### src/rtl/coder_pkg.sv
// -----------------------------------------------------------------------------
// coder_pkg -- shared types and constants for the coder_tx serial code sender.
//
//   CODE_W_DEF        default code-word width
//   coder_tx_state_t  FSM state encoding; the PARITY state only exists when
//                     CODER_TX_PARITY_EN is defined
//
// Config macro: CODER_TX_PARITY_EN (append one even-parity bit per word)
// -----------------------------------------------------------------------------
package coder_pkg;

    localparam int CODE_W_DEF = 4;

`ifdef CODER_TX_PARITY_EN
    typedef enum logic [1:0] {
        IDLE   = 2'd0,
        SHIFT  = 2'd1,
        PARITY = 2'd2
    } coder_tx_state_t;
`else
    typedef enum logic {
        IDLE  = 1'b0,
        SHIFT = 1'b1
    } coder_tx_state_t;
`endif

endpackage

### src/rtl/coder_tx_if.sv
// -----------------------------------------------------------------------------
// coder_tx_if -- request/status bundle of the coder_tx serial code sender.
//
//   start, abort     request / terminate a transmission
//   code [CODE_W]    code word, latched on accepted start
//   reps [4]         repeat count, words sent = reps+1
//   out              serial bit, MSB first
//   bit_valid        out carries a code or parity bit
//   busy             transmission in progress
//   done             one-cycle pulse after the final bit
//
// master: the requester; slave: coder_tx.
// -----------------------------------------------------------------------------
interface coder_tx_if #(
    parameter int CODE_W = 4
);
    logic              start;
    logic              abort;
    logic [CODE_W-1:0] code;
    logic [3:0]        reps;
    logic              out;
    logic              bit_valid;
    logic              busy;
    logic              done;

    modport master (
        output start, abort, code, reps,
        input  out, bit_valid, busy, done
    );

    modport slave (
        input  start, abort, code, reps,
        output out, bit_valid, busy, done
    );
endinterface

### src/rtl/coder_bit_timer.sv
// -----------------------------------------------------------------------------
// coder_bit_timer -- bit-period counter.
//
//   clk, rst   clock, synchronous active-high reset
//   load       restart the period (counter held at zero while asserted)
//   tick       one-cycle pulse in the last cycle of every BIT_CYCLES period
//
// BIT_CYCLES legal range 1..255.
// -----------------------------------------------------------------------------
module coder_bit_timer #(
    parameter int BIT_CYCLES = 1
) (
    input  logic clk,
    input  logic rst,
    input  logic load,
    output logic tick
);
    localparam logic [7:0] LAST = 8'(BIT_CYCLES - 1);

    logic [7:0] cnt;

    always_ff @(posedge clk) begin
        if (rst || load)
            cnt <= 8'd0;
        else if (cnt == LAST)
            cnt <= 8'd0;
        else
            cnt <= cnt + 8'd1;
    end

    // Suppressed during load so the cycle that restarts the period never
    // advances the shifter.
    assign tick = !load && (cnt == LAST);

endmodule

### src/rtl/coder_tx.sv
// -----------------------------------------------------------------------------
// coder_tx -- serial code-word transmitter.
//
// Sends a latched code word MSB first, reps+1 times back to back, each bit
// held BIT_CYCLES clocks. done pulses for one cycle after the final bit.
//
//   clk, rst   clock, synchronous active-high reset
//   bus        coder_tx_if.slave (start/abort/code/reps in,
//              out/bit_valid/busy/done out)
//
// Config macro: CODER_TX_PARITY_EN -- each word is followed by one bit period
// carrying the even parity (XOR) of the word.
// -----------------------------------------------------------------------------
module coder_tx
    import coder_pkg::*;
#(
    parameter int CODE_W     = CODE_W_DEF,
    parameter int BIT_CYCLES = 1
) (
    input  logic         clk,
    input  logic         rst,
    coder_tx_if.slave    bus
);
    localparam int IDX_W = (CODE_W > 1) ? $clog2(CODE_W) : 1;
    localparam logic [IDX_W-1:0] MSB_IDX = IDX_W'(CODE_W - 1);

    coder_tx_state_t   state, state_nxt;
    logic [CODE_W-1:0] shreg, shreg_nxt;
    logic [CODE_W-1:0] code_q, code_nxt;
    logic [IDX_W-1:0]  idx, idx_nxt;
    logic [3:0]        word_cnt, word_nxt;
    logic              done_q, done_nxt;
    logic              word_end;
    logic              tick;
    logic              timer_load;

    // Timer is held in restart whenever idle, so the first bit period of a
    // transmission always starts from zero.
    assign timer_load = (state == IDLE);

    coder_bit_timer #(
        .BIT_CYCLES (BIT_CYCLES)
    ) u_timer (
        .clk  (clk),
        .rst  (rst),
        .load (timer_load),
        .tick (tick)
    );

    always_comb begin
        state_nxt = state;
        shreg_nxt = shreg;
        code_nxt  = code_q;
        idx_nxt   = idx;
        word_nxt  = word_cnt;
        done_nxt  = 1'b0;
        word_end  = 1'b0;

        case (state)
            IDLE: begin
                if (bus.start && !bus.abort) begin
                    state_nxt = SHIFT;
                    shreg_nxt = bus.code;
                    code_nxt  = bus.code;
                    idx_nxt   = MSB_IDX;
                    word_nxt  = bus.reps;
                end
            end
            SHIFT: begin
                if (bus.abort) begin
                    state_nxt = IDLE;
                end else if (tick) begin
                    if (idx == '0) begin
`ifdef CODER_TX_PARITY_EN
                        state_nxt = PARITY;
`else
                        word_end  = 1'b1;
`endif
                    end else begin
                        shreg_nxt = shreg << 1;
                        idx_nxt   = idx - IDX_W'(1);
                    end
                end
            end
`ifdef CODER_TX_PARITY_EN
            PARITY: begin
                if (bus.abort)
                    state_nxt = IDLE;
                else if (tick)
                    word_end = 1'b1;
            end
`endif
            default: state_nxt = IDLE;
        endcase

        // Last bit period of a word: reload the next copy with no gap, or
        // finish and raise done for the following cycle.
        if (word_end) begin
            if (word_cnt == 4'd0) begin
                state_nxt = IDLE;
                done_nxt  = 1'b1;
            end else begin
                state_nxt = SHIFT;
                word_nxt  = word_cnt - 4'd1;
                shreg_nxt = code_q;
                idx_nxt   = MSB_IDX;
            end
        end
    end

    always_ff @(posedge clk) begin
        if (rst) begin
            state    <= IDLE;
            shreg    <= '0;
            code_q   <= '0;
            idx      <= '0;
            word_cnt <= 4'd0;
            done_q   <= 1'b0;
        end else begin
            state    <= state_nxt;
            shreg    <= shreg_nxt;
            code_q   <= code_nxt;
            idx      <= idx_nxt;
            word_cnt <= word_nxt;
            done_q   <= done_nxt;
        end
    end

    always_comb begin
        bus.out = 1'b0;
        if (state == SHIFT)
            bus.out = shreg[CODE_W-1];
`ifdef CODER_TX_PARITY_EN
        else if (state == PARITY)
            bus.out = ^code_q;
`endif
    end

    assign bus.busy      = (state != IDLE);
    assign bus.bit_valid = (state != IDLE);
    assign bus.done      = done_q;

endmodule
### src/flat_wrapper.sv
// flat-port wrapper written by rule: the top's interface ports become plain ports
module coder_tx_flat import coder_pkg::*;
#(
    parameter int CODE_W     = CODE_W_DEF,
    parameter int BIT_CYCLES = 1
)
  (clk, rst, bus_start, bus_abort, bus_code, bus_reps, bus_out, bus_bit_valid, bus_busy, bus_done);
  coder_tx_if #(.CODE_W(CODE_W)) bus_i ();
  input  logic clk;
  input  logic rst;
  input wire logic [$bits(bus_i.start)-1:0] bus_start;
  input wire logic [$bits(bus_i.abort)-1:0] bus_abort;
  input wire logic [$bits(bus_i.code)-1:0] bus_code;
  input wire logic [$bits(bus_i.reps)-1:0] bus_reps;
  output wire logic [$bits(bus_i.out)-1:0] bus_out;
  output wire logic [$bits(bus_i.bit_valid)-1:0] bus_bit_valid;
  output wire logic [$bits(bus_i.busy)-1:0] bus_busy;
  output wire logic [$bits(bus_i.done)-1:0] bus_done;
  assign bus_i.start = bus_start;
  assign bus_i.abort = bus_abort;
  assign bus_i.code = bus_code;
  assign bus_i.reps = bus_reps;
  assign bus_out = bus_i.out;
  assign bus_bit_valid = bus_i.bit_valid;
  assign bus_busy = bus_i.busy;
  assign bus_done = bus_i.done;
  coder_tx #(.CODE_W(CODE_W), .BIT_CYCLES(BIT_CYCLES)) u_core (.clk(clk), .rst(rst), .bus(bus_i));
endmodule
### config.mk
export PLATFORM = sky130hd
export DESIGN_NAME = coder_tx_flat
export DESIGN_NICKNAME = d
export VERILOG_FILES = /design/src/rtl/coder_pkg.sv /design/src/rtl/coder_tx_if.sv /design/src/rtl/coder_bit_timer.sv /design/src/rtl/coder_tx.sv /design/src/flat_wrapper.sv
export SDC_FILE = /design/constraint.sdc
export NUM_CORES = 1
export LEC_CHECK = 0
export BUFFER_PORTS_ARGS = -buffer_cell sky130_fd_sc_hd__clkbuf_2
export CORE_AREA = 4 4 53 60
export CTS_CLUSTER_DIAMETER = 100
export DETAILED_ROUTE_END_ITERATION = 6
export DIE_AREA = 0 0 57 64
export PLACE_DENSITY = 0.71
export SLEW_MARGIN = 20
export SYNTH_ARGS = -nofsm -noshare
export SYNTH_HDL_FRONTEND = slang
export SYNTH_SLANG_ARGS = --single-unit
### constraint.sdc
create_clock -name clk -period 2.4 [get_ports clk]
set_input_delay 0 -clock clk [delete_from_list [all_inputs] [get_ports clk]]
set_output_delay 0 -clock clk [all_outputs]
set_load 0.02 [all_outputs]
==> results.py, run 1 <==
metrics = {
    "finish": {
        "syn2layout_area_growth_pct": 15.4,
        "fillerInstances": 257,
        "diodes": 0,
        "drive_gt1_share_pct": 19.0,
        "utilization_pct": 53.8,
        "nets": 180,
    },
    "worst_setup_path": {
        "critical-path-top-delay-family": "simple AND/OR/NAND/NOR gates",
        "path_cells": "inv_1, ha_1, or4b_1, or4_4, and2_4, a211oi_2",
        "end_kind": "flop",
        "path_class": "reg -> reg",
        "crit_fanout": 11,
        "start_kind": "flop",
        "critical_path.max_stage_delay_ns": 0.65,
        "arrival_ns": 2.47,
        "reg2reg_depth": 6,
        "rr_startpoint": "u_core.u_timer.cnt[0]$_SDFF_PP0_",
        "crit_start": "u_core.u_timer.cnt[0]$_SDFF_PP0_",
        "cp.required_ns": 2.64,
        "critical_path_buf_inv_count": 1,
        "timing.reg2reg.setup_slack_ns": 0.17,
        "r2r-end": "u_core.shreg[1]$_SDFF_PP0_",
        "slowest_stage": "or4_4",
    },
    "global_route": {
        "overflow": 0,
        "grt_max_degree": 18,
        "grt_pass1_vias": 1076,
        "grt_util_all_layers_pct": 15.9,
        "antenna_found_initial": 0,
        "grt_pass1_wl_um": 4650,
    },
    "run_status": {
        "run_status": "completed",
    },
    "timing": {
        "fin_worst_skew_ns": 0.00213,
        "final_max_slew_viol_count": 0,
        "hold_violations": 0,
        "finalSetupViolations": 0,
        "fin_setup_tns_ns": 0,
        "slew_headroom_pct": 59.8,
        "worst_pin_slew_ns": 0.601,
        "max_freq_mhz": 448,
        "period_share_pct": 92.9,
        "rsz0062_at_grt": "no",
        "finalCriticalPeriod_ns": 2.23,
    },
    "min_path": {
        "min_from": "bus_reps[3]",
        "min_to": "u_core.word_cnt[3]$_SDFF_PP0_",
        "hold_depth": 3,
        "min_path_type": "in -> reg",
    },
    "clock_network": {
        "root_buffer": "clkbuf_4",
        "post_cts_resized": 0,
        "cts_tree": "yes",
        "cts_buffer_depth": 2,
        "clkSinkCount": 24,
        "post_cts_buffers": 0,
        "clkSlewWorstSetupHoldPaths_ns": 0.12,
        "clk_latency_ns": 0.31,
        "numCtsBuffers": 3,
        "htreeDepth": 1,
    },
    "route": {
        "wl_met3_um": 73,
        "wl_met1_um": 1190,
        "vias": 1079,
        "top_layer": "met4",
        "ant_nets": 0,
        "wl_um": 2640,
        "drt_first_pass_iters": 4,
        "drt_iter0_drc": 30,
        "wl_per_cell_um": 13.5,
        "drc_errors": 0,
        "vias_per_cell": 5.51,
        "wl_met2_um": 1320,
    },
    "logic_synthesis": {
        "synthCells": 142,
        "syn-cell-area_um2": 1240,
        "ys_seq_area_share_pct": 38.8,
        "yosysMostFrequentCell": "dfxtp_1",
        "syn_nets": 157,
        "synth_ff_type": "dfxtp_1",
        "synth_common_cells": "dfxtp_1 (24), nor2_1 (15), nand2_1 (12)",
        "synth-edff-count": 0,
        "ys_warn_count": 0,
        "ys_async_sr_fraction_pct": 0,
        "syn_area_per_cell_um2": 8.71,
        "netlist-cell-type-count": 44,
        "synth_top_area_share_pct": 38.8,
        "synth.area.top_cells": "dfxtp_1 (39%), mux2i_1 (5.7%), nor2_1 (4.6%)",
        "synth_seq_cells": 24,
        "synth_area_leader_cell": "dfxtp_1",
    },
    "die": {
        "ioPinCount": 16,
        "die_w_um": 57,
        "design.die.area_um2": 3650,
        "die_h_um": 64,
        "core_area_um2": 2650,
        "initial_core_util_pct": 46.7,
        "num_rows": 20,
    },
    "power_and_ir_drop": {
        "p_total_uw": 716,
        "power-per-cell-area_nw_per_um2": 501,
        "peakVddDrop_v": 0.000331,
        "p_leak_nw": 0.584,
    },
    "place": {
        "post-dp-hpwl_um": 1930,
        "port_buffers": 15,
        "place_congestion": 0.915,
    },
    "job": {
        "cap_violations": 0,
    },
}
state kept, by name (all words and copies together) (netlist names):
register / count
u_core.u_timer.cnt: 8
u_core.code_q: 4
u_core.shreg: 4
u_core.word_cnt: 4
u_core.idx: 2
u_core.bus.bit_valid: 1
u_core.bus.done: 1
logic make-up after synthesis:
family	Yosys count	synth area share, %
and+or+nand+nor	59	25.5
AOI/OAI and AO/OA	25	14.1
DFF	24	38.8
buffers and inverters	14	5.26
muxes	10	8.39
xor gates and xnor gates	7	4.95
adders and majority gates	3	3.03
per-layer routing:
metal | up-vias | track usage [%]
met5 | - | 0
met4 | 0 | 8.41
met3 | 5 | 1.82
met2 | 21 | 27.9
met1 | 508 | 18.6
li1 | 545 | -
repair_timing:
action                                  in CTS  in global routing
endpoints found under the hold margin        7                  0
endpoints found under the setup margin       0                  0
hold buffers                                 6                  0
cell type report:
type	count	area (um2)	share of cell area, %
clock buffer	3	22.5	1.58
inverter	7	26.3	1.84
multi-input combinational	104	692	48.5
sequential	24	480	33.7
tap	33	41.3	2.89
timing repair buffer	25	165	11.6
through the flow:
stage,setup WS (ns),cells,hold WS [ns],instance area [um2]
after floorplan,0.295,142,0.0785,1240
after detailed placement,0.196,187,0.246,1350
after global placement,0.279,187,0.239,1350
after CTS,0.164,196,0.00956,1430
final,0.170,196,0.0169,1430
after global routing,0.0220,196,0.0260,1430
report_power, final:
part	internal, mW	switching, mW	leakage, nW	total [mW]
clock network	0.0588	0.118	0.0138	0.177
logic	0.0559	0.0565	0.375	0.112
registers	0.414	0.0120	0.195	0.426
total	0.529	0.186	0.584	0.716
worst max-delay path by stage:
stage                                                to  slack [ns]  cells after the start
after detailed placement     u_core.shreg[1]$_SDFF_PP0_        0.20                      6
after floorplan              u_core.shreg[1]$_SDFF_PP0_        0.29                      8
after global routing      u_core.word_cnt[3]$_SDFF_PP0_        0.02                      7
final                        u_core.shreg[1]$_SDFF_PP0_        0.17                      6
after CTS                    u_core.shreg[1]$_SDFF_PP0_        0.16                      6
after global placement       u_core.shreg[2]$_SDFF_PP0_        0.28                      6
worst register-to-register path, stage by stage, from the launching register on:
cell      delay, ns
dfxtp_1        0.35
inv_1          0.06
ha_1           0.14
or4b_1         0.56
or4_4          0.65
and2_4         0.21
a211oi_2       0.18
cell usage in the layout, fill, tap and decap left out, drive strengths merged:
master	netlist	layout
buf	3	4
nand2	12	12
o21bai	5	5
a32oi	1	1
o21a	1	1
dfxtp	24	24
xor2	4	4
nand3b	1	1
nand4b	1	1
or2	1	1
and3	2	2
or3	2	2
ha	3	3
a21o	1	1
mux2	3	3
o2111ai	1	1
nand3	7	7
dlygate4sd3	0	6
a31oi	3	3
and2	2	2
or3b	1	1
inv	7	7
or4	1	1
nor3	3	3
mux2i	7	7
nor4	2	2
nor2	15	15
clkbuf	4	18
xnor2	3	3
a211oi	3	3
nor2b	2	2
nand4	1	1
o211ai	1	1
or4b	2	2
o21ai	2	2
a21oi	7	7
nor3b	2	2
nand2b	1	1
nor4b	1	1
Note: power is estimated with default switching activity, not from simulation.
==> run 2, diff against run 1 <==
--- a/config.mk
+++ b/config.mk
@@ -11,6 +11,7 @@
 export DETAILED_ROUTE_END_ITERATION = 6
 export DIE_AREA = 0 0 57 64
 export PLACE_DENSITY = 0.71
+export RECOVER_POWER = 100
 export SLEW_MARGIN = 20
 export SYNTH_ARGS = -nofsm -noshare
 export SYNTH_HDL_FRONTEND = slang
==> run 2 against run 1 <==
Effect of this change: clock skew barely moved; worst setup slack improved by 0.0094 ns; non-clock buffer count did not move; final cell count did not move; combinational power barely moved; register-to-register slack barely moved; total power fell by 0.16%; critical path type unchanged; largest cell class unchanged.
==> results.py, run 2 (synthesized netlist as in run 1, its figures left out) <==
metrics = {
    "run_status": {
        "run_status": "completed",
    },
    "route": {
        "vias_per_cell": 5.52,
        "drt_first_pass_iters": 4,
        "drc_errors": 0,
        "vias": 1082,
        "ant_nets": 0,
        "wl_um": 2650,
        "drt_iter0_drc": 34,
        "wl_per_cell_um": 13.5,
    },
    "die": {
        "die_h_um": 64,
        "initial_core_util_pct": 46.7,
        "num_rows": 20,
        "design.die.area_um2": 3650,
        "ioPinCount": 16,
        "die_w_um": 57,
        "core_area_um2": 2650,
    },
    "clock_network": {
        "numCtsBuffers": 3,
        "clkSlewWorstSetupHoldPaths_ns": 0.12,
        "root_buffer": "clkbuf_4",
        "cts_buffer_depth": 2,
        "htreeDepth": 1,
        "post_cts_resized": 0,
        "clkSinkCount": 24,
        "clk_latency_ns": 0.31,
        "cts_tree": "yes",
    },
    "min_path": {
        "min_to": "u_core.word_cnt[3]$_SDFF_PP0_",
        "hold_depth": 3,
        "min_path_type": "in -> reg",
        "min_from": "bus_reps[3]",
    },
    "timing": {
        "hold-worst-slack_ns": 0.0151,
        "finalSetupViolations": 0,
        "rsz0062_at_grt": "no",
        "finalCriticalPeriod_ns": 2.22,
        "period_share_pct": 92.5,
        "fin_setup_tns_ns": 0,
        "hold_violations": 0,
        "worst_pin_slew_ns": 0.855,
        "slew_headroom_pct": 42.4,
        "fin_worst_skew_ns": 0.00198,
        "max_freq_mhz": 450,
        "final_max_slew_viol_count": 0,
    },
    "global_route": {
        "grt_pass1_wl_um": 4650,
        "grt_max_degree": 18,
        "antenna_found_initial": 0,
        "grt_pass1_vias": 1076,
        "grt_util_all_layers_pct": 15.9,
        "overflow": 0,
    },
    "finish": {
        "utilization_pct": 53.6,
        "layout_commonest_cell": "dfxtp_1",
        "syn2layout_area_growth_pct": 14.9,
        "layout_common_cells": "dfxtp_1 (24), nor2_1 (15), clkbuf_2 (13)",
        "nets": 180,
        "diodes": 0,
        "largest_reg_flops": 8,
        "top_register": "u_core.u_timer.cnt",
        "drive_gt1_share_pct": 16.6,
    },
    "power_and_ir_drop": {
        "power-per-cell-area_nw_per_um2": 503,
        "peakVddDrop_v": 0.000330,
        "p_total_uw": 714,
        "p_leak_nw": 0.571,
    },
    "worst_setup_path": {
        "rr_startpoint": "u_core.u_timer.cnt[0]$_SDFF_PP0_",
        "arrival_ns": 2.47,
        "critical_path_buf_inv_count": 1,
        "path_cells": "inv_1, ha_1, or4b_1, or4_4, and2_4, a211oi_2",
        "start_kind": "flop",
        "path_class": "reg -> reg",
        "r2r-end": "u_core.shreg[1]$_SDFF_PP0_",
        "cp.required_ns": 2.64,
        "timing.reg2reg.setup_slack_ns": 0.18,
        "crit_fanout": 11,
        "slowest_stage": "or4_4",
        "critical-path-top-delay-family": "simple AND/OR/NAND/NOR gates",
        "end_kind": "flop",
        "reg2reg_depth": 6,
        "critical_path.max_stage_delay_ns": 0.65,
    },
    "place": {
        "port_buffers": 15,
        "post-dp-hpwl_um": 1930,
        "place_congestion": 0.915,
    },
    "job": {
        "cap_violations": 0,
    },
}
==> run 2: cell types whose count changed in the layout (fill, tap and decap cells not counted), sizes merged <==
cell	change
buf	-1
clkbuf	+1
==> run 2: per-stage QoR <==
stage	cell area (um2)	std cells	setup WS (ns)
after detailed placement	1350	187	0.196
after floorplan	1240	142	0.295
after CTS	1430	196	0.164
after global placement	1350	187	0.279
after global routing	1420	196	0.0261
final	1420	196	0.179
==> run 2: what timing repair did <==
action                                 CTS  global route
endpoints found under the hold margin    7             0
setup buffers                            0             0
hold buffers                             6             0
==> run 2: power breakdown <==
part | internal (mW) | leakage [nW] | switching, mW | total, mW
Clock | 0.0588 | 0.0138 | 0.118 | 0.177
Sequential | 0.414 | 0.195 | 0.0118 | 0.426
Combinational | 0.0545 | 0.362 | 0.0567 | 0.111
==> run 2: final cells by class <==
class                      instances  area (um2)
sequential                        24         480
fill                             261        1230
multi-input combinational        104         692
inverter                           7        26.3
tap                               33        41.3
timing repair buffer              25         159
clock buffer                       3        22.5
==> run 2: worst max-delay path by stage <==
stage / startpoint / end / slack, ns / cells past startpoint
finish: u_core.u_timer.cnt[0]$_SDFF_PP0_ / u_core.shreg[1]$_SDFF_PP0_ / 0.18 / 6
floorplan: u_core.u_timer.cnt[0]$_SDFF_PP0_ / u_core.shreg[1]$_SDFF_PP0_ / 0.29 / 8
CTS: u_core.u_timer.cnt[0]$_SDFF_PP0_ / u_core.shreg[1]$_SDFF_PP0_ / 0.16 / 6
detailed placement: u_core.u_timer.cnt[0]$_SDFF_PP0_ / u_core.shreg[1]$_SDFF_PP0_ / 0.20 / 6
global route: u_core.u_timer.cnt[0]$_SDFF_PP0_ / u_core.word_cnt[3]$_SDFF_PP0_ / 0.03 / 7
global placement: u_core.u_timer.cnt[0]$_SDFF_PP0_ / u_core.shreg[2]$_SDFF_PP0_ / 0.28 / 6
==> run 2: metal layers <==
layer	vias up	part of all wire [%]	wire (um)	GRT usage (%)
li1	546	-	-	-
met3	5	3.5	93	1.82
met4	0	2.1	57	8.41
met5	-	0	0	0
met2	28	50	1340	27.9
met1	503	44	1170	18.6
==> run 2: worst reg2reg max path, delay by kind of cell (launching register included) <==
family,cells,cell delay [ns]
AND/OR/NAND/NOR,3,1.42
flip-flops,1,0.35
AO/OA/AOI/OAI,1,0.18
adder cells (fa/ha/maj),1,0.14
buffers and inverters,1,0.06
==> run 3, diff against run 2 <==
--- a/config.mk
+++ b/config.mk
@@ -5,12 +5,12 @@
 export SDC_FILE = /design/constraint.sdc
 export NUM_CORES = 1
 export LEC_CHECK = 0
-export BUFFER_PORTS_ARGS = -buffer_cell sky130_fd_sc_hd__clkbuf_2
 export CORE_AREA = 4 4 53 60
 export CTS_CLUSTER_DIAMETER = 100
 export DETAILED_ROUTE_END_ITERATION = 6
 export DIE_AREA = 0 0 57 64
-export PLACE_DENSITY = 0.71
+export DONT_BUFFER_PORTS = 1
+export PLACE_DENSITY = 0.65
 export RECOVER_POWER = 100
 export SLEW_MARGIN = 20
 export SYNTH_ARGS = -nofsm -noshare
==> run 3 against run 2 <==
Effect of this change: sequential share of layout area is 0.27 points lower; largest cell class unchanged; clock skew is 0.0061 ns higher; critical path type unchanged; combinational power hardly changed; worst hold slack better by 0.0093 ns; non-clock buffer count is 8 lower.
==> results.py, run 3 (synthesized netlist as in run 1, its figures left out) <==
metrics = {
    "run_status": {
        "run_status": "completed",
    },
    "finish": {
        "largest_reg_flops": 8,
        "layout_commonest_cell": "dfxtp_1",
        "drive_gt1_share_pct": 10.3,
        "fillerInstances": 264,
        "nets": 172,
        "top_register": "u_core.u_timer.cnt",
        "finalNonFillerCells": 189,
        "diodes": 0,
        "layout_common_cells": "dfxtp_1 (24), nor2_1 (15), dlygate4sd3_1 (13)",
        "syn2layout_area_growth_pct": 15.8,
    },
    "worst_setup_path": {
        "path_class": "reg -> reg",
        "timing.reg2reg.setup_slack_ns": 0.21,
        "cp.required_ns": 2.65,
        "start_kind": "flop",
        "critical_path_buf_inv_count": 1,
        "end_kind": "flop",
        "critical-path-top-delay-family": "simple AND/OR/NAND/NOR gates",
        "arrival_ns": 2.43,
        "r2r-end": "u_core.shreg[2]$_SDFF_PP0_",
        "critical_path.max_stage_delay_ns": 0.64,
        "slowest_stage": "or4_4",
        "rr_startpoint": "u_core.u_timer.cnt[0]$_SDFF_PP0_",
        "reg2reg_depth": 6,
        "path_cells": "inv_1, ha_1, or4b_1, or4_4, and2_4, a211oi_2",
        "crit_fanout": 11,
    },
    "route": {
        "drc_errors": 0,
        "wl_um": 2800,
        "vias_per_cell": 5.67,
        "ant_nets": 0,
        "drt_first_pass_iters": 4,
        "vias": 1071,
        "drt_iter0_drc": 37,
        "wl_per_cell_um": 14.8,
    },
    "clock_network": {
        "clkSinkCount": 24,
        "clk_latency_ns": 0.31,
        "cts_buffer_depth": 2,
        "numCtsBuffers": 3,
        "clkSlewWorstSetupHoldPaths_ns": 0.13,
        "htreeDepth": 1,
        "cts_tree": "yes",
        "post_cts_resized": 0,
        "root_buffer": "clkbuf_4",
    },
    "timing": {
        "worst_pin_slew_ns": 0.918,
        "finalSetupViolations": 0,
        "max_freq_mhz": 458,
        "hold-worst-slack_ns": 0.0244,
        "slew_headroom_pct": 38.2,
        "fin_worst_skew_ns": 0.00804,
        "fin_setup_tns_ns": 0,
        "rsz0062_at_grt": "no",
        "hold_violations": 0,
        "period_share_pct": 91.1,
        "finalCriticalPeriod_ns": 2.19,
        "final_max_slew_viol_count": 0,
    },
    "min_path": {
        "min_path_type": "in -> reg",
        "hold_depth": 4,
        "min_from": "bus_abort",
        "min_to": "u_core.idx[1]$_SDFF_PP0_",
    },
    "die": {
        "ioPinCount": 16,
        "die_h_um": 64,
        "die_w_um": 57,
        "num_rows": 20,
        "initial_core_util_pct": 46.7,
        "core_area_um2": 2650,
        "design.die.area_um2": 3650,
    },
    "global_route": {
        "grt_pass1_vias": 1105,
        "antenna_found_initial": 0,
        "grt_util_all_layers_pct": 16.8,
        "grt_max_degree": 17,
        "overflow": 0,
        "grt_pass1_wl_um": 4880,
    },
    "place": {
        "port_buffers": 0,
        "post-dp-hpwl_um": 1960,
        "place_congestion": 0.884,
        "dp_cells": 172,
    },
    "power_and_ir_drop": {
        "peakVddDrop_v": 0.000276,
        "p_leak_nw": 0.550,
        "power-per-cell-area_nw_per_um2": 520,
    },
    "job": {
        "cap_violations": 0,
    },
}
-- run 3: cell types whose count changed in the layout (fill, tap and decap cells not counted) --
cell	change
clkbuf_2	-13
dlygate4sd3_1	+7
clkbuf_1	-2
clkbuf_8	+1
or2_0	-1
or2_2	+1
-- run 3: power breakdown --
part | total [mW] | switching (mW) | internal [mW] | leakage [nW]
Combinational | 0.110 | 0.0548 | 0.0552 | 0.334
Sequential | 0.426 | 0.0119 | 0.414 | 0.195
Clock | 0.208 | 0.116 | 0.0926 | 0.0210
Total | 0.745 | 0.182 | 0.562 | 0.550
-- run 3: repair_timing --
item / 4_1_cts / 5_1_grt
endpoints found under the hold margin: 16 / 0
buffers inserted: 0 / 0
hold buffers: 13 / 0
-- run 3: cell type report --
cell class | instances | area [um2] | share of cell area, %
Multi-Input combinational cell | 104 | 692 | 48.3
Sequential cell | 24 | 480 | 33.5
Timing Repair Buffer | 17 | 156 | 10.9
Tap cell | 33 | 41.3 | 2.88
Clock buffer | 4 | 36.3 | 2.53
Inverter | 7 | 26.3 | 1.83
-- run 3: routing by layer --
layer | vias to the layer above | track usage [%] | share of wire (%)
li1 | 524 | - | -
met1 | 508 | 20.4 | 41
met2 | 31 | 28.6 | 50
met3 | 8 | 2.63 | 5.3
met4 | 0 | 7.83 | 2.9
met5 | - | 0 | 0
-- run 3: tightest hold or removal path, stage by stage --
cell and delay [ns]:
nor2b_1 0.04, nand4_1 0.10, mux2i_1 0.07, nor2_1 0.08
-- run 3: through the flow --
step                setup WS, ns  instance area, um2  utilization, %  power (mW)
floorplan                  0.295                1240               -       0.505
global route              0.0630                1430            54.0       0.786
CTS                        0.195                1440            54.2       0.760
detailed placement         0.223                1270            47.9       0.523
global placement           0.291                1270            47.9       0.520
finish                     0.214                1430            54.0       0.745
-- run 3: how the worst max path moves through the flow --
stage / startpoint / to / depth (start not counted)
after floorplan: u_core.u_timer.cnt[0]$_SDFF_PP0_ / u_core.shreg[1]$_SDFF_PP0_ / 8
after global placement: u_core.u_timer.cnt[0]$_SDFF_PP0_ / u_core.shreg[1]$_SDFF_PP0_ / 6
after detailed placement: u_core.u_timer.cnt[0]$_SDFF_PP0_ / u_core.shreg[2]$_SDFF_PP0_ / 6
after CTS: u_core.u_timer.cnt[0]$_SDFF_PP0_ / u_core.shreg[2]$_SDFF_PP0_ / 6
after global routing: u_core.u_timer.cnt[0]$_SDFF_PP0_ / u_core.u_timer.cnt[2]$_SDFF_PP0_ / 5
final: u_core.u_timer.cnt[0]$_SDFF_PP0_ / u_core.shreg[2]$_SDFF_PP0_ / 6
